[src/rtl/winograd_tile_feeder.sv]
// ---------------------------------------------------------------------------
// winograd_tile_feeder
//
// Upstream stage of winograd2d. Buffers a raster-order pixel stream in a
// 4-row circular line store and replays it as overlapping 4x4 tiles
// (stride 2), one 4-pixel column per output transfer, with tile/band/frame
// framing flags for the downstream control logic.
//
// Ports:
//   clk, rst              clock (rising edge) and async active-high reset
//   in_valid/in_ready     input handshake, in_pix is the raster pixel
//   out_valid/out_ready   output handshake for one tile column
//   r1_x..r4_x            tile column lanes, r1_x is the oldest (top) row
//   tile_first/tile_last  column 0 / column 3 of the current tile
//   band_last             last column of the last tile in a band
//   frame_last            last column of the frame
// ---------------------------------------------------------------------------
module winograd_tile_feeder #(
    parameter int DATA_W = 32,
    parameter int IMG_W  = 8,
    parameter int IMG_H  = 8
) (
    input  logic              clk,
    input  logic              rst,
    input  logic              in_valid,
    output logic              in_ready,
    input  logic [DATA_W-1:0] in_pix,
    output logic              out_valid,
    input  logic              out_ready,
    output logic [DATA_W-1:0] r1_x,
    output logic [DATA_W-1:0] r2_x,
    output logic [DATA_W-1:0] r3_x,
    output logic [DATA_W-1:0] r4_x,
    output logic              tile_first,
    output logic              tile_last,
    output logic              band_last,
    output logic              frame_last
);

    localparam int LAST_TILE_I = (IMG_W - 4) / 2;
    localparam int LAST_BAND_I = (IMG_H - 4) / 2;
    localparam int COL_W       = $clog2(IMG_W);
    localparam int TILE_W      = (LAST_TILE_I > 0) ? $clog2(LAST_TILE_I + 1) : 1;
    localparam int BAND_W      = (LAST_BAND_I > 0) ? $clog2(LAST_BAND_I + 1) : 1;

    localparam logic [COL_W-1:0]  LAST_COL  = COL_W'(IMG_W - 1);
    localparam logic [TILE_W-1:0] LAST_TILE = TILE_W'(LAST_TILE_I);
    localparam logic [BAND_W-1:0] LAST_BAND = BAND_W'(LAST_BAND_I);

    typedef enum logic [1:0] {
        FILL_INIT,
        EMIT,
        FILL_NEXT
    } feederState_t;

    feederState_t r_state;
    feederState_t w_nextState;

    logic [DATA_W-1:0] r_store [4][IMG_W];

    logic [1:0]        r_wrRow;
    logic [COL_W-1:0]  r_wrCol;
    logic [1:0]        r_fillRows;
    logic [1:0]        r_topRow;
    logic [1:0]        r_tileCol;
    logic [TILE_W-1:0] r_tile;
    logic [BAND_W-1:0] r_band;

    logic              w_inXfer;
    logic              w_outXfer;
    logic              w_fillDone;
    logic              w_bandDone;
    logic              w_frameDone;
    logic [COL_W-1:0]  w_rdCol;
    logic [1:0]        w_row2;
    logic [1:0]        w_row3;
    logic [1:0]        w_row4;

    // Handshakes. The feeder either fills or emits, never both, so the two
    // transfer strobes are mutually exclusive. in_ready is also forced low
    // while reset is held so the input side looks idle during reset.
    assign in_ready  = !rst && (r_state != EMIT);
    assign out_valid = (r_state == EMIT);
    assign w_inXfer  = in_valid && in_ready;
    assign w_outXfer = out_valid && out_ready;

    // A fill finishes on the last pixel of its last row: four rows for the
    // first band of a frame, two fresh rows for every later band.
    assign w_fillDone  = w_inXfer && (r_wrCol == LAST_COL) &&
                         (r_fillRows == ((r_state == FILL_INIT) ? 2'd3 : 2'd1));
    assign w_bandDone  = w_outXfer && (r_tileCol == 2'd3) && (r_tile == LAST_TILE);
    assign w_frameDone = w_bandDone && (r_band == LAST_BAND);

    // Tile t covers store columns 2t..2t+3; the overlap with the next tile
    // is simply a re-read of the same store columns.
    assign w_rdCol = COL_W'({r_tile, 1'b0}) + COL_W'(r_tileCol);

    // Lane rows are taken relative to the oldest row of the band so the
    // circular rotation of the store is invisible downstream.
    assign w_row2 = r_topRow + 2'd1;
    assign w_row3 = r_topRow + 2'd2;
    assign w_row4 = r_topRow + 2'd3;

    // The store never changes during EMIT, so the combinational read holds
    // steady under backpressure without any output register.
    assign r1_x = out_valid ? r_store[r_topRow][w_rdCol] : '0;
    assign r2_x = out_valid ? r_store[w_row2][w_rdCol]   : '0;
    assign r3_x = out_valid ? r_store[w_row3][w_rdCol]   : '0;
    assign r4_x = out_valid ? r_store[w_row4][w_rdCol]   : '0;

    assign tile_first = out_valid && (r_tileCol == 2'd0);
    assign tile_last  = out_valid && (r_tileCol == 2'd3);
    assign band_last  = tile_last && (r_tile == LAST_TILE);
    assign frame_last = band_last && (r_band == LAST_BAND);

    // Line store write port. Contents carry no reset; every location is
    // rewritten by a fill before it is ever read.
    always_ff @(posedge clk) begin
        if (w_inXfer) begin
            r_store[r_wrRow][r_wrCol] <= in_pix;
        end
    end

    // State register.
    always_ff @(posedge clk or posedge rst) begin
        if (rst) begin
            r_state <= FILL_INIT;
        end else begin
            r_state <= w_nextState;
        end
    end

    // Next-state logic: fill until enough rows are present, emit a whole
    // band, then either top up two rows or start the next frame.
    always_comb begin
        w_nextState = r_state;
        case (r_state)
            FILL_INIT, FILL_NEXT: begin
                if (w_fillDone) begin
                    w_nextState = EMIT;
                end
            end
            EMIT: begin
                if (w_frameDone) begin
                    w_nextState = FILL_INIT;
                end else if (w_bandDone) begin
                    w_nextState = FILL_NEXT;
                end
            end
            default: w_nextState = FILL_INIT;
        endcase
    end

    // Write pointer, fill row count, and the tile/band position counters.
    // At the end of a band the oldest two rows are retired by advancing the
    // top row by two; a new frame restarts the store at physical row 0.
    always_ff @(posedge clk or posedge rst) begin
        if (rst) begin
            r_wrRow    <= '0;
            r_wrCol    <= '0;
            r_fillRows <= '0;
            r_topRow   <= '0;
            r_tileCol  <= '0;
            r_tile     <= '0;
            r_band     <= '0;
        end else begin
            if (w_inXfer) begin
                if (r_wrCol == LAST_COL) begin
                    r_wrCol    <= '0;
                    r_wrRow    <= r_wrRow + 2'd1;
                    r_fillRows <= w_fillDone ? 2'd0 : (r_fillRows + 2'd1);
                end else begin
                    r_wrCol <= r_wrCol + COL_W'(1);
                end
            end
            if (w_outXfer) begin
                if (r_tileCol == 2'd3) begin
                    r_tileCol <= '0;
                    if (r_tile == LAST_TILE) begin
                        r_tile <= '0;
                        if (r_band == LAST_BAND) begin
                            r_band   <= '0;
                            r_wrRow  <= '0;
                            r_topRow <= '0;
                        end else begin
                            r_band   <= r_band + BAND_W'(1);
                            r_topRow <= r_topRow + 2'd2;
                        end
                    end else begin
                        r_tile <= r_tile + TILE_W'(1);
                    end
                end else begin
                    r_tileCol <= r_tileCol + 2'd1;
                end
            end
        end
    end

endmodule
[config.mk]
export PLATFORM = sky130hd
export DESIGN_NAME = winograd_tile_feeder
export DESIGN_NICKNAME = d
export VERILOG_FILES = /design/src/rtl/winograd_tile_feeder.sv
export SDC_FILE = /design/constraint.sdc
export NUM_CORES = 1
export LEC_CHECK = 0
export BUFFER_PORTS_ARGS = -buffer_cell sky130_fd_sc_hd__buf_2
export CORE_UTILIZATION = 45
export DETAILED_ROUTE_END_ITERATION = 16
export MAX_ROUTING_LAYER = met4
export PLACE_DENSITY = 0.62
export RECOVER_POWER = 100
export SLEW_MARGIN = 10
export SYNTH_ARGS = -nofsm -noshare
export SYNTH_HDL_FRONTEND = slang
export SYNTH_SLANG_ARGS = --single-unit
[constraint.sdc]
create_clock -name clk -period 4.75 [get_ports clk]
set_clock_uncertainty 0.2 [all_clocks]
set_input_delay 0.95 -clock clk [delete_from_list [all_inputs] [get_ports clk]]
set_output_delay 0.95 -clock clk [all_outputs]
set_load 0.05 [all_outputs]
==> results.json <==
{
  "yosysSeqAreaShare": 0.659,
  "routed_wl_mm": 133,
  "arrival_ns": 3.53,
  "avgViaCountPerCell": 6.62,
  "io_buffers": 169,
  "tightestPinTransition_ns": 2.39,
  "start_kind": "register",
  "syn_area_mm2": 0.0473,
  "max_stage_delay_ns": 0.76,
  "cp_data_required_time_ns": 3.60,
  "mostFrequentLayoutCells": "edfxtp_1, mux4_2, nand2_1",
  "die-area_mm2": 0.106,
  "synth.top_cell.area_share": 0.650,
  "setup_ws_ns": 0.0680,
  "pre_cts_slack_ns": 0.836,
  "crit_type": "reg2out",
  "row_count": 118,
  "core_mm2": 0.104,
  "antenna_left": 0,
  "io_pins": 170,
  "yosysTopAreaCell": "edfxtp_1",
  "run_status": "finished, violations left",
  "cts_max_path_buffers": 3,
  "p_total_w": 0.0360,
  "hpwl_mm": 77.4,
  "synth.distinct_cells": 33,
  "report.final.slew_viol_count": 770,
  "die_h_um": 326,
  "ys_ff_latch": 1040,
  "synthTopCellsByArea": "edfxtp_1, mux4_2, a221o_1",
  "area.sequential_mm2": 0.0312,
  "path_cells": "nand2b_1 -> inv_2 -> nand2_2 -> buf_4 -> a21oi_1 -> a221o_1 -> clkbuf_2",
  "wire_per_inst_um": 33.1,
  "grt_max_degree": 89,
  "critPathMaxFanout": 42,
  "setup_tns_ns": 0,
  "drc": 0,
  "maxCapViolCount": 37,
  "area_growth_pct": 13.3,
  "cts_tree": "yes",
  "globalplace.congestion": 0.795,
  "cts-buffers-inserted": 110,
  "setup_violations": 0,
  "dr.first_iter.drc_count": 3009,
  "grt_setup_unrepaired": "no",
  "grt_pass1_vias": 27500,
  "fill_cells": 8209,
  "violations": "max-capacitance violations, max-slew violations",
  "power_leakage_nw": 16.9,
  "clk_pin_slew_ns": 0.06,
  "period_minus_slack_ns": 4.68,
  "ys.flop_type": "edfxtp_1",
  "layout_commonest_cell": "edfxtp_1",
  "yosysWarningCount": 0,
  "start_util": 0.456,
  "synth_nets": 2407,
  "synth_edf_count": 1024,
  "ys_async_sr_fraction": 0.0154,
  "cts-htree-levels": 3,
  "end_kind": "output port",
  "grt_remaining_overflow": 0,
  "vdd_ir_drop_max_mv": 0.835,
  "nNetsFinal": 2602,
  "final.period_utilization": 0.986,
  "avgSynthCellArea_um2": 20.0,
  "die_w_um": 326,
  "max_freq_mhz": 214,
  "relSlewSlack": -0.594,
  "ctsRootBufferMaster": "clkbuf_16",
  "hold_path.class": "in2async",
  "grt_antenna_before_repair": 7,
  "cts_num_sinks": 1040,
  "clk_latency_ns": 0.72,
  "vias": 26700,
  "timing.final.hold_violations": 0,
  "drive_gt1_frac": 0.343,
  "crit_path_top_delay_cell": "buf_4",
  "multiInputGateArea_mm2": 0.0152,
  "p_per_area_mw_per_mm2": 672,
  "synth_cells": 2361,
  "grt_pass1_wl_mm": 193,
  "globalRouteTotalUtil": 0.260,
  "first_pass_iters": 5
}
what timing repair did:
action / CTS / global route
buffers inserted: 0 / 0
resized for setup: 0 / 1
endpoints found under the setup margin: 0 / 1
endpoints found under the hold margin: 0 / 0
hold buffers: 0 / 0
critical path: cells and delay by family, from the launching register on:
| kind | cells | cell delay [ns] |
|---|---|---|
| flops | 1 | 0.45 |
| simple gates | 2 | 0.47 |
| compound gates | 2 | 0.65 |
| buf+inv | 3 | 1.21 |
synth_stat cells, types with 2 or more instances:
| cell | number |
|---|---|
| nand2b_1 | 5 |
| ha_1 | 10 |
| nand2_1 | 259 |
| buf_4 | 15 |
| nor3_1 | 8 |
| and2_1 | 35 |
| mux4_2 | 512 |
| buf_2 | 97 |
| and3_1 | 2 |
| nor2_1 | 9 |
| o21ai_0 | 2 |
| nor2b_1 | 3 |
| a21o_1 | 6 |
| mux2_2 | 4 |
| nand4_1 | 5 |
| buf_6 | 14 |
| xnor2_1 | 4 |
| a221o_1 | 127 |
| mux2i_1 | 3 |
| a21oi_1 | 129 |
| nor4_1 | 2 |
| edfxtp_1 | 1024 |
| dfrtp_1 | 16 |
| buf_1 | 13 |
| clkbuf_1 | 44 |
| inv_1 | 6 |
sequential cells by signal (all words and copies together) (netlist names):
| name | cells |
|---|---|
| r_tileCol | 2 |
| r_band | 2 |
| r_store | 1024 |
| r_topRow | 1 |
| r_wrCol | 3 |
| r_tile | 2 |
| r_fillRows | 2 |
| r_wrRow | 2 |
| r_state | 2 |
cell families (layout without fill, tap and decap cells):
| kind of cell | after synthesis | in the layout | share of synthesized area |
|---|---|---|---|
| multiplexers | 519 | 519 | 0.245 |
| AND/OR/NAND/NOR | 332 | 332 | 0.0296 |
| other | 0 | 3 | 0 |
| adder cells (fa/ha/maj) | 10 | 10 | 0.00265 |
| buffers and inverters | 190 | 480 | 0.0211 |
| XOR/XNOR | 4 | 4 | 0.000741 |
| flip-flops | 1040 | 1040 | 0.659 |
| AO/OA/AOI/OAI | 266 | 266 | 0.0420 |
per-stage QoR:
step | utilization | hold WS [ns] | cells | instance area [um2]
after detailed placement | 0.488 | 0.302 | 3824 | 50700
after CTS | 0.523 | 0.0116 | 4031 | 54300
after floorplan | - | 0.268 | 2361 | 47300
after global placement | 0.488 | 0.296 | 3824 | 50700
final | 0.517 | 0.109 | 4034 | 53600
after global routing | 0.517 | 0.125 | 4034 | 53600
cell type report:
type / count / area share
Tap cell: 1380 / 0.0322
Sequential cell: 1040 / 0.581
Timing Repair Buffer: 266 / 0.0354
Clock inverter: 82 / 0.0145
Antenna cell: 3 / 0.000140
Clock buffer: 125 / 0.0524
Multi-Input combinational cell: 1131 / 0.284
Inverter: 7 / 0.000537
worst paths after layout:
kind                                           start                         to  slack (ns)  cells after the start
max                           r_state[1]$_DFFE_PP0P_                   r3_x[27]        0.07                      7
min                                              rst     r_state[0]$_DFFE_PP0P_        0.11                      2
max reg2reg                   r_state[1]$_DFFE_PP0P_  r_store[3][241]$_DFFE_PP_        0.23                      5
min reg2reg                r_fillRows[0]$_DFFE_PP0P_  r_fillRows[0]$_DFFE_PP0P_        0.32                      1
max in group asynchronous                        rst   r_tileCol[0]$_DFFE_PP0P_        3.34                      3
min in group clk           r_fillRows[0]$_DFFE_PP0P_  r_fillRows[0]$_DFFE_PP0P_        0.32                      1
per-layer routing:
layer,global-route usage,up-vias,part of all wire
met5,-,-,0
met4,0.0843,0,0.030
met3,0.0400,250,0.084
met2,0.408,1361,0.49
met1,0.350,14500,0.40
li1,-,10600,-
power by group:
part / switching [W] / leakage, nW / internal, W
Clock: 0.00369 / 1.74 / 0.00486
Combinational: 0.0112 / 5.73 / 0.00580
Sequential: 0.000208 / 9.41 / 0.0103
Total: 0.0151 / 16.9 / 0.0209
No activity file was read; power rests on OpenSTA's default activity.
